==> src/rtl/dct_answer_packer_if.sv <==
// Bus bundle between dct_1d output, the answer packer and the task manager.
// Slave side is the packer; master side drives samples and accepts words.
interface dct_answer_packer_if #(
  parameter int DATA_WIDTH_IN = 16
);
  logic [DATA_WIDTH_IN-1:0] i_data;
  logic                     i_data_valid;
  logic                     i_input_last;
  logic                     i_tmanager_ready;
  logic                     o_tanswer_ready;
  logic [31:0]              o_tdata;
  logic                     o_tanswer_data_last;
  logic [11:0]              o_packet_size_in_bytes;
  logic                     o_overflow;

  modport slave (
    input  i_data,
    input  i_data_valid,
    input  i_input_last,
    input  i_tmanager_ready,
    output o_tanswer_ready,
    output o_tdata,
    output o_tanswer_data_last,
    output o_packet_size_in_bytes,
    output o_overflow
  );

  modport master (
    output i_data,
    output i_data_valid,
    output i_input_last,
    output i_tmanager_ready,
    input  o_tanswer_ready,
    input  o_tdata,
    input  o_tanswer_data_last,
    input  o_packet_size_in_bytes,
    input  o_overflow
  );
endinterface

==> src/rtl/dct_answer_packer.sv <==
// Buffers one packet of DCT coefficients, packs sample pairs into
// 32-bit answer words and streams them out with ready/last.
module dct_answer_packer #(
  parameter int DATA_WIDTH_IN   = 16,
  parameter int READ_DATA_WIDTH = 32,
  parameter int NUM_WORDS       = 256,
  parameter int FLUSH_CYCLES    = 8
) (
  input logic                i_clk,
  input logic                i_rst_n,
  dct_answer_packer_if.slave bus
);
  localparam int AW  = $clog2(NUM_WORDS);
  localparam int CW  = AW + 1;
  localparam int WAW = AW - 1;
  localparam int FW  = $clog2(FLUSH_CYCLES + 1);

  typedef enum logic [1:0] {
    IDLE, COLLECT, FLUSH, SEND
  } state_t;

  state_t                     state_q, state_d;
  logic [CW-1:0]              cnt_q, cnt_d;
  logic [CW-1:0]              rd_q, rd_d;
  logic [FW-1:0]              fl_q, fl_d;
  logic                       ovf_q, ovf_d;
  logic [READ_DATA_WIDTH-1:0] tdata_q, tdata_d;

  logic [READ_DATA_WIDTH-1:0] mem_q [NUM_WORDS/2];

  logic [15:0]                s16;
  logic                       take, full, wr, send, is_last;
  logic [CW-1:0]              wcnt;
  logic [CW+1:0]              bytes;
  logic [WAW-1:0]             nidx;
  logic [READ_DATA_WIDTH-1:0] first_w, next_w;

  assign s16  = 16'($signed(bus.i_data));
  assign send = (state_q == SEND);
  assign take = bus.i_data_valid && !send;
  assign full = (cnt_q == CW'(NUM_WORDS));
  assign wr   = take && !full && i_rst_n;

  // An empty packet still answers with a single all-zero word.
  assign wcnt = (cnt_q == '0) ? CW'(1)
              : CW'((cnt_q + CW'(1)) >> 1);
  assign bytes   = {wcnt, 2'b00};
  assign is_last = (rd_q == wcnt - CW'(1));
  assign nidx    = rd_q[WAW-1:0] + WAW'(1);
  assign first_w = (cnt_q == '0) ? '0 : mem_q[0];
  assign next_w  = mem_q[nidx];

  // Even samples clear the upper half so an odd tail reads as zero-padded.
  always_ff @(posedge i_clk) begin
    if (wr) begin
      if (!cnt_q[0]) begin
        mem_q[cnt_q[AW-1:1]] <=
          {{(READ_DATA_WIDTH-16){1'b0}}, s16};
      end else begin
        mem_q[cnt_q[AW-1:1]][31:16] <= s16;
      end
    end
  end

  always_comb begin
    state_d = state_q;
    cnt_d   = cnt_q;
    rd_d    = rd_q;
    fl_d    = fl_q;
    ovf_d   = ovf_q;
    tdata_d = tdata_q;
    if (take) begin
      if (full) ovf_d = 1'b1;
      else      cnt_d = cnt_q + CW'(1);
    end
    unique case (state_q)
      IDLE: begin
        if (bus.i_input_last) begin
          state_d = FLUSH;
          fl_d    = '0;
        end else if (bus.i_data_valid) begin
          state_d = COLLECT;
        end
      end
      COLLECT: begin
        if (bus.i_input_last) begin
          state_d = FLUSH;
          fl_d    = '0;
        end
      end
      FLUSH: begin
        if (bus.i_data_valid) begin
          fl_d = '0;
        end else if (fl_q == FW'(FLUSH_CYCLES - 1)) begin
          state_d = SEND;
          rd_d    = '0;
          tdata_d = first_w;
        end else begin
          fl_d = fl_q + FW'(1);
        end
      end
      SEND: begin
        if (bus.i_tmanager_ready) begin
          if (is_last) begin
            state_d = IDLE;
            cnt_d   = '0;
            rd_d    = '0;
          end else begin
            rd_d    = rd_q + CW'(1);
            tdata_d = next_w;
          end
        end
      end
      default: state_d = IDLE;
    endcase
  end

  always_ff @(posedge i_clk) begin
    if (!i_rst_n) begin
      state_q <= IDLE;
      cnt_q   <= '0;
      rd_q    <= '0;
      fl_q    <= '0;
      ovf_q   <= 1'b0;
      tdata_q <= '0;
    end else begin
      state_q <= state_d;
      cnt_q   <= cnt_d;
      rd_q    <= rd_d;
      fl_q    <= fl_d;
      ovf_q   <= ovf_d;
      tdata_q <= tdata_d;
    end
  end

  assign bus.o_tanswer_ready     = send;
  assign bus.o_tdata             = send ? tdata_q[31:0] : '0;
  assign bus.o_tanswer_data_last = send && is_last;
  assign bus.o_packet_size_in_bytes =
    send ? 12'(bytes) : '0;
  assign bus.o_overflow          = ovf_q;
endmodule

==> src/flat_wrapper.sv <==
// flat-port wrapper written by rule: the top's interface ports become plain ports
module dct_answer_packer_flat 
#(
  parameter int DATA_WIDTH_IN   = 16,
  parameter int READ_DATA_WIDTH = 32,
  parameter int NUM_WORDS       = 256,
  parameter int FLUSH_CYCLES    = 8
)
  (i_clk, i_rst_n, bus_i_data, bus_i_data_valid, bus_i_input_last, bus_i_tmanager_ready, bus_o_tanswer_ready, bus_o_tdata, bus_o_tanswer_data_last, bus_o_packet_size_in_bytes, bus_o_overflow);
  dct_answer_packer_if #(.DATA_WIDTH_IN(DATA_WIDTH_IN)) bus_i ();
  input logic i_clk;
  input logic i_rst_n;
  input wire logic [$bits(bus_i.i_data)-1:0] bus_i_data;
  input wire logic [$bits(bus_i.i_data_valid)-1:0] bus_i_data_valid;
  input wire logic [$bits(bus_i.i_input_last)-1:0] bus_i_input_last;
  input wire logic [$bits(bus_i.i_tmanager_ready)-1:0] bus_i_tmanager_ready;
  output wire logic [$bits(bus_i.o_tanswer_ready)-1:0] bus_o_tanswer_ready;
  output wire logic [$bits(bus_i.o_tdata)-1:0] bus_o_tdata;
  output wire logic [$bits(bus_i.o_tanswer_data_last)-1:0] bus_o_tanswer_data_last;
  output wire logic [$bits(bus_i.o_packet_size_in_bytes)-1:0] bus_o_packet_size_in_bytes;
  output wire logic [$bits(bus_i.o_overflow)-1:0] bus_o_overflow;
  assign bus_i.i_data = bus_i_data;
  assign bus_i.i_data_valid = bus_i_data_valid;
  assign bus_i.i_input_last = bus_i_input_last;
  assign bus_i.i_tmanager_ready = bus_i_tmanager_ready;
  assign bus_o_tanswer_ready = bus_i.o_tanswer_ready;
  assign bus_o_tdata = bus_i.o_tdata;
  assign bus_o_tanswer_data_last = bus_i.o_tanswer_data_last;
  assign bus_o_packet_size_in_bytes = bus_i.o_packet_size_in_bytes;
  assign bus_o_overflow = bus_i.o_overflow;
  dct_answer_packer #(.DATA_WIDTH_IN(DATA_WIDTH_IN), .READ_DATA_WIDTH(READ_DATA_WIDTH), .NUM_WORDS(NUM_WORDS), .FLUSH_CYCLES(FLUSH_CYCLES)) u_core (.i_clk(i_clk), .i_rst_n(i_rst_n), .bus(bus_i));
endmodule
==> config.mk <==
export PLATFORM = sky130hd
export DESIGN_NAME = dct_answer_packer_flat
export DESIGN_NICKNAME = d
export VERILOG_FILES = /design/src/rtl/dct_answer_packer_if.sv /design/src/rtl/dct_answer_packer.sv /design/src/flat_wrapper.sv
export SDC_FILE = /design/constraint.sdc
export NUM_CORES = 2
export LEC_CHECK = 0
export CORE_AREA = 3 3 583 585
export CTS_CLUSTER_DIAMETER = 100
export CTS_CLUSTER_SIZE = 20
export DETAILED_ROUTE_END_ITERATION = 16
export DIE_AREA = 0 0 586 588
export GPL_TIMING_DRIVEN = 1
export SETUP_SLACK_MARGIN = 0.02
export SLEW_MARGIN = 20
export SYNTH_ARGS = -nofsm -noshare
export SYNTH_HDL_FRONTEND = slang
export SYNTH_SLANG_ARGS = --single-unit
export TNS_END_PERCENT = 5
==> constraint.sdc <==
create_clock -name i_clk -period 14 [get_ports i_clk]
set_clock_uncertainty 0.15 [all_clocks]
set_input_delay 2.8 -clock i_clk [delete_from_list [all_inputs] [get_ports i_clk]]
set_output_delay 2.8 -clock i_clk [all_outputs]
set_load 0.02 [all_outputs]
Word-level counts from Yosys, hierarchy flattened
Memories as Yosys holds them, arrays and structs flattened.
Index checks and enable logic that the tools add are counted.
Storage, ports and cells
  memories: 1
  register bits: 57
  input bits: 21
  RAM bits: 4096
  output and inout bits: 47
Memory list
  u_core.mem_q: depth 128, width 32, rd ports 2, clocked after memory_dff 0, write ports 1, line dct_answer_packer.sv:29  | logic [READ_DATA_WIDTH-1:0] mem_q [NUM_WORDS/2];
Cells by class
  reductions and logical operators: 16
  mux-type cells: 38
  bitwise gates (word level): 1
  eq/ne operators: 15
  $add $sub $neg: 5
Operator list (count)
  2-to-1 mux 32 bit: 6
  2-to-1 mux 9 bit: 9
  one-hot mux 32 bit (2 select lines): 1
  adder 9 x 1 -> 9 bit, second input constant: 2
  one-hot mux 9 bit (2 select lines): 1
  2-to-1 mux 16 bit: 1
  2-to-1 mux 2 bit: 7
  2-to-1 mux 4 bit: 3
  2-to-1 mux 11 bit: 1
  != test 2 bit, second input constant: 5
  == test 9 bit: 1
  == test 9 bit, second input constant: 1
  logical NOT 9 bit: 1
  subtractor 9 x 1 -> 9 bit, second input constant: 1
  2-to-1 mux 8 bit: 1
  one-hot mux 2 bit (4 select lines): 1
  one-hot mux 4 bit (2 select lines): 1
  adder 7 x 1 -> 7 bit, second input constant: 1
  2-to-1 mux 1 bit: 6
  != test 3 bit, second input constant: 2
  AND reduction 6 bit: 1
  AND reduction 5 bit: 1
  adder 4 x 1 -> 4 bit, second input constant: 1
  == test 2 bit, second input constant: 2
  12 further kinds: 18

Depth between registers and ports, before layout
  depth after elaboration: 8
  mapped depth: 18
  mapped depth without buffers: 13

Worst setup path before layout
OpenSTA, ideal clock, no wires.
  kind: register to output
  start point: register u_core.cnt_q[0]
  end point: output port bus_o_tanswer_data_last
  arrival time: 3.199 ns
  cell stages (with the launch flop): 16
  required time: 11.050 ns
  slack: 7.851 ns
  cells stage by stage: dfxtp_1 > buf_2 > clkbuf_1 > clkbuf_1 > clkbuf_1 > inv_1 > ha_1 > nor2b_1 > a311oi_1 > a21oi_1 > ha_1 > xor2_1 > xnor2_1 > nor3_1 > nand4_1 > nor4_4
On the way
  cells in the longest elaborated chain, start to end: 5
  elaborated cells on any way between the ends: 6
  classes of those cells: add/sub (2); eq/ne (1); mux (1); reduce/logical (2)
RTL lines
  start, declared: line dct_answer_packer.sv:23  | logic [CW-1:0] cnt_q, cnt_d;
  start signal, assigned: line dct_answer_packer.sv:128  | cnt_q <= cnt_d;
  adder 9 x 1 -> 9 bit or logical NOT 9 bit (tied branches): line dct_answer_packer.sv:46, dct_answer_packer.sv:45
  2-to-1 mux 8 bit *: line dct_answer_packer.sv:45  | assign wcnt = (cnt_q == '0) ? CW'(1)
  subtractor 9 x 1 -> 9 bit *: line dct_answer_packer.sv:48  | assign is_last = (rd_q == wcnt - CW'(1));
  == test 9 bit *: line dct_answer_packer.sv:48
  logical AND 1 bit *: line dct_answer_packer.sv:138  | assign bus.o_tanswer_data_last = send && is_last;
  end, declared: line flat_wrapper.sv:19  | output wire logic [$bits(bus_i.o_tanswer_data_last)-1:0] bus_o_tanswer_data_last;
Every way passes the cells marked *; elsewhere a longest branch is shown, timed or not.

Worst setup path after layout
  start point: register u_core.cnt_q[4]
  end point: output port bus_o_tanswer_data_last
Same word-level chain as after synthesis.

==> summary.txt <==
Global route
  – GRT Total Usage: 0.239
  – First-pass GRT wire length: slightly below 600 mm
  – GR Overflow Total: 0
  – Vias in the first global route: 75800
  – Initial antenna violation count: 21
  – Largest net degree at the start of global routing: ~150

Power and ir drop
  – Clock share of power: 0.324
  – Power Density: around 120 mW/mm²
  – Sequential share of power: 0.638
  – NetSw: approximately 4.4 mW
  – Pint: roughly 17 mW
  – Gate power share: 0.038
  – Maximum VDD drop: approximately 110 µV
  – P_leak: approximately 52 nW
  – Sw Share: 0.207

Synth
  – Top area cells in the synthesized netlist: edfxtp_1 77%, mux4_2 17%, nand2_1 0.84%, nor2_1 0.82%, dfxtp_1 0.71%
  – Count of cell types in the netlist: 63
  – Count leader, synth: edfxtp_1
  – Synth Register Bits: 4153
  – Top post-synthesis cells by count: 4096 x edfxtp_1, 1214 x mux4_2, 360 x nand2_1
  – Syn Inst Count: 7128
  – Cell Area, Synth: between 0.15 and 0.2 mm²
  – Yosys top cell by area: edfxtp_1
  – Synth top area share: 0.766
  – Yosys Warn Count: 0
  – Sequential element share of the synthesized area: 0.773
  – Async S/R FF share, synth: 0
  – Syn avg cell area: roughly 23 µm²
  – Post-synth EDFFs: approximately 4000
  – Top_reg_cell synth: edfxtp_1

Floorplan
  – Starting Density: 0.478
  – Die area: 0.345 mm²
  – Ports: between 60 and 70
  – Die height: between 500 and 600 µm
  – Row cnt: ~210
  – Overall die width: between 500 and 600 µm
  – Core Region: roughly 0.34 mm²

Clocking
  – Clk slew on worst S/H paths: ~0.09 ns
  – Num CTS Buffers: 229
  – Hold Buf Count CTS: 0
  – Postcts setup bufs: 0
  – Worst skew pair latency: between 0.9 and 1 ns
  – CTS tree: built
  – Clk sink count: just over 4000
  – H-tree depth: 4
  – Clock Tree Root: clkbuf_16
  – PostCTS Resize Cnt: 0
  – Max Buffers Root-to-Sink: 4

Route
  – Drt drc: 0
  – Detailed Route WL: 412 mm
  – Avg WL per Cell: around 35 µm
  – Post-route ant nets: 0
  – DR iter-0 viols: ~9000
  – Via count: around 75000
  – Drt first pass iters: 6
  – Vias per cell: between 6 and 7

Cells and area
  – Layout cells sized above 1: 0.266
  – Syn-to-layout area delta: 8.69%
  – # fillers: between 20000 and 30000
  – Post-layout util: 0.520
  – Nets: between 7000 and 8000

Worst setup path
  – Worst path required time: ~11 ns
  – Worst Setup End Kind: output pin
  – Type of the worst setup path: flop to output pin
  – Arr. time, crit path: 5.09 ns
  – Startpoint type of the worst setup path: flop
  – Crit path max fanout: 18

STA
  – Max Slew Vio Count: 0
  – Min Hold Slack: roughly 0.35 ns
  – Setup violators final: 0
  – Hold Vio Cnt, Final: 0
  – RSZ-0062 raised after global routing: false
  – Slew @ Worst Pin: 1.15 ns
  – TNS Setup: 0 ns
  – Clock period minus worst slack: roughly 8 ns
  – Max Freq: roughly 120 MHz
  – Post-route setup slack: 5.96 ns
  – Final period util: 0.574
  – Worst slew margin: 0.235

Placement
  – Post-DP HPWL: approximately 240 mm
  – Port-buffer cells: 63
  – DP Worst Slack: slightly below 7 ns
  – GPL Wtd Cong: between 0.8 and 0.9

Outcome
  – Status: completed

Min path
  – Hold Crit Class: flop to flop

Flow run
  – Max Cap Viol: 0
registers in the layout (all words and copies together) (netlist names):
signal	flops
u_core.fl_q	4
u_core.tdata_q	32
u_core.mem_q	4096
u_core.state_q	2
u_core.cnt_q	9
u_core.rd_q	9
u_core.bus.o_overflow	1
critical path: stages, from the launching register on:
cell and delay, ns:
dfxtp_1 0.75, nand4_1 0.85, nor3_1 0.49, a211oi_1 0.11
a2111oi_0 0.56, a311oi_2 0.13, nor4_4 0.45, clkdlybuf4s50_1 0.80
stage by stage:
stage | total power, mW | area [µm²] | instances
CTS | 21.6 | 174000 | 11900
global placement | 14.8 | 168000 | 11500
finish | 21.5 | 174000 | 11900
floorplan | 14.4 | 161000 | 7131
detailed placement | 14.8 | 168000 | 11500
global route | 22.1 | 174000 | 11900
cell usage in the layout, fill, tap and decap left out, drive strengths merged, types with 47 or more instances in the layout:
cell type / count
edfxtp: 4096
mux4: 1214
buf: 379
nand2: 360
clkbuf: 354
nor2: 350
a21oi: 164
mux2i: 66
o22ai: 62
dfxtp: 57
clkdlybuf4s50: 47
final timing paths:
| kind | slack [ns] | startpoint | depth (start not counted) | endpoint |
|---|---|---|---|---|
| worst max-delay path | 5.96 | u_core.cnt_q[4]$_SDFF_PN0_ | 7 | bus_o_tanswer_data_last |
| worst min-delay path | 0.35 | u_core.tdata_q[0]$_SDFFE_PN0P_ | 1 | u_core.tdata_q[0]$_SDFFE_PN0P_ |
| worst max register to register | 7.06 | u_core.rd_q[0]$_SDFFE_PN0P_ | 10 | u_core.tdata_q[14]$_SDFFE_PN0P_ |
| worst min register to register | 0.35 | u_core.tdata_q[0]$_SDFFE_PN0P_ | 1 | u_core.tdata_q[0]$_SDFFE_PN0P_ |
power by group through the flow:
stage                     combinational (mW)  sequential, mW  clock (mW)
after CTS                              0.822            13.7        7.12
after floorplan                        0.453            13.9           0
after global routing                   0.866            13.7        7.53
after global placement                 0.794            14.0           0
after detailed placement               0.821            14.0           0
final                                  0.815            13.7        6.95
final cells by class:
type	count	area (µm²)	area share
repair buffers	426	3470	0.0199
multi-input cells	2536	34900	0.200
inverters	14	52.6	0.000301
clock inverters	5	83.8	0.000480
flip-flops and latches	4153	124000	0.711
clock buffers	354	6330	0.0363
well taps	4407	5510	0.0316
diodes	10	25.0	0.000143
per-layer routing:
layer / routed length [µm] / global-route usage / vias to the layer above / share of wire
met2: 203000 / 0.384 / 3064 / 0.49
met4: 14000 / 0.0728 / 8 / 0.034
li1: - / - / 30200 / -
met5: 52 / 0 / - / 0.00013
met1: 165000 / 0.343 / 41300 / 0.40
met3: 30500 / 0.0354 / 485 / 0.074
kinds of logic (layout without fill, tap and decap cells):
logic type / Yosys count / in the layout / share of synthesized area
muxes: 1281 / 1281 / 0.174
adders and majority gates: 9 / 9 / 0.000701
DFF: 4153 / 4153 / 0.773
buffers and inverters: 442 / 799 / 0.0127
AOI/OAI and AO/OA: 334 / 334 / 0.0137
other: 1 / 14 / 0.0000234
xor gates and xnor gates: 42 / 42 / 0.00238
and+or+nand+nor: 866 / 866 / 0.0227
No activity file was read; power rests on OpenSTA's default activity.
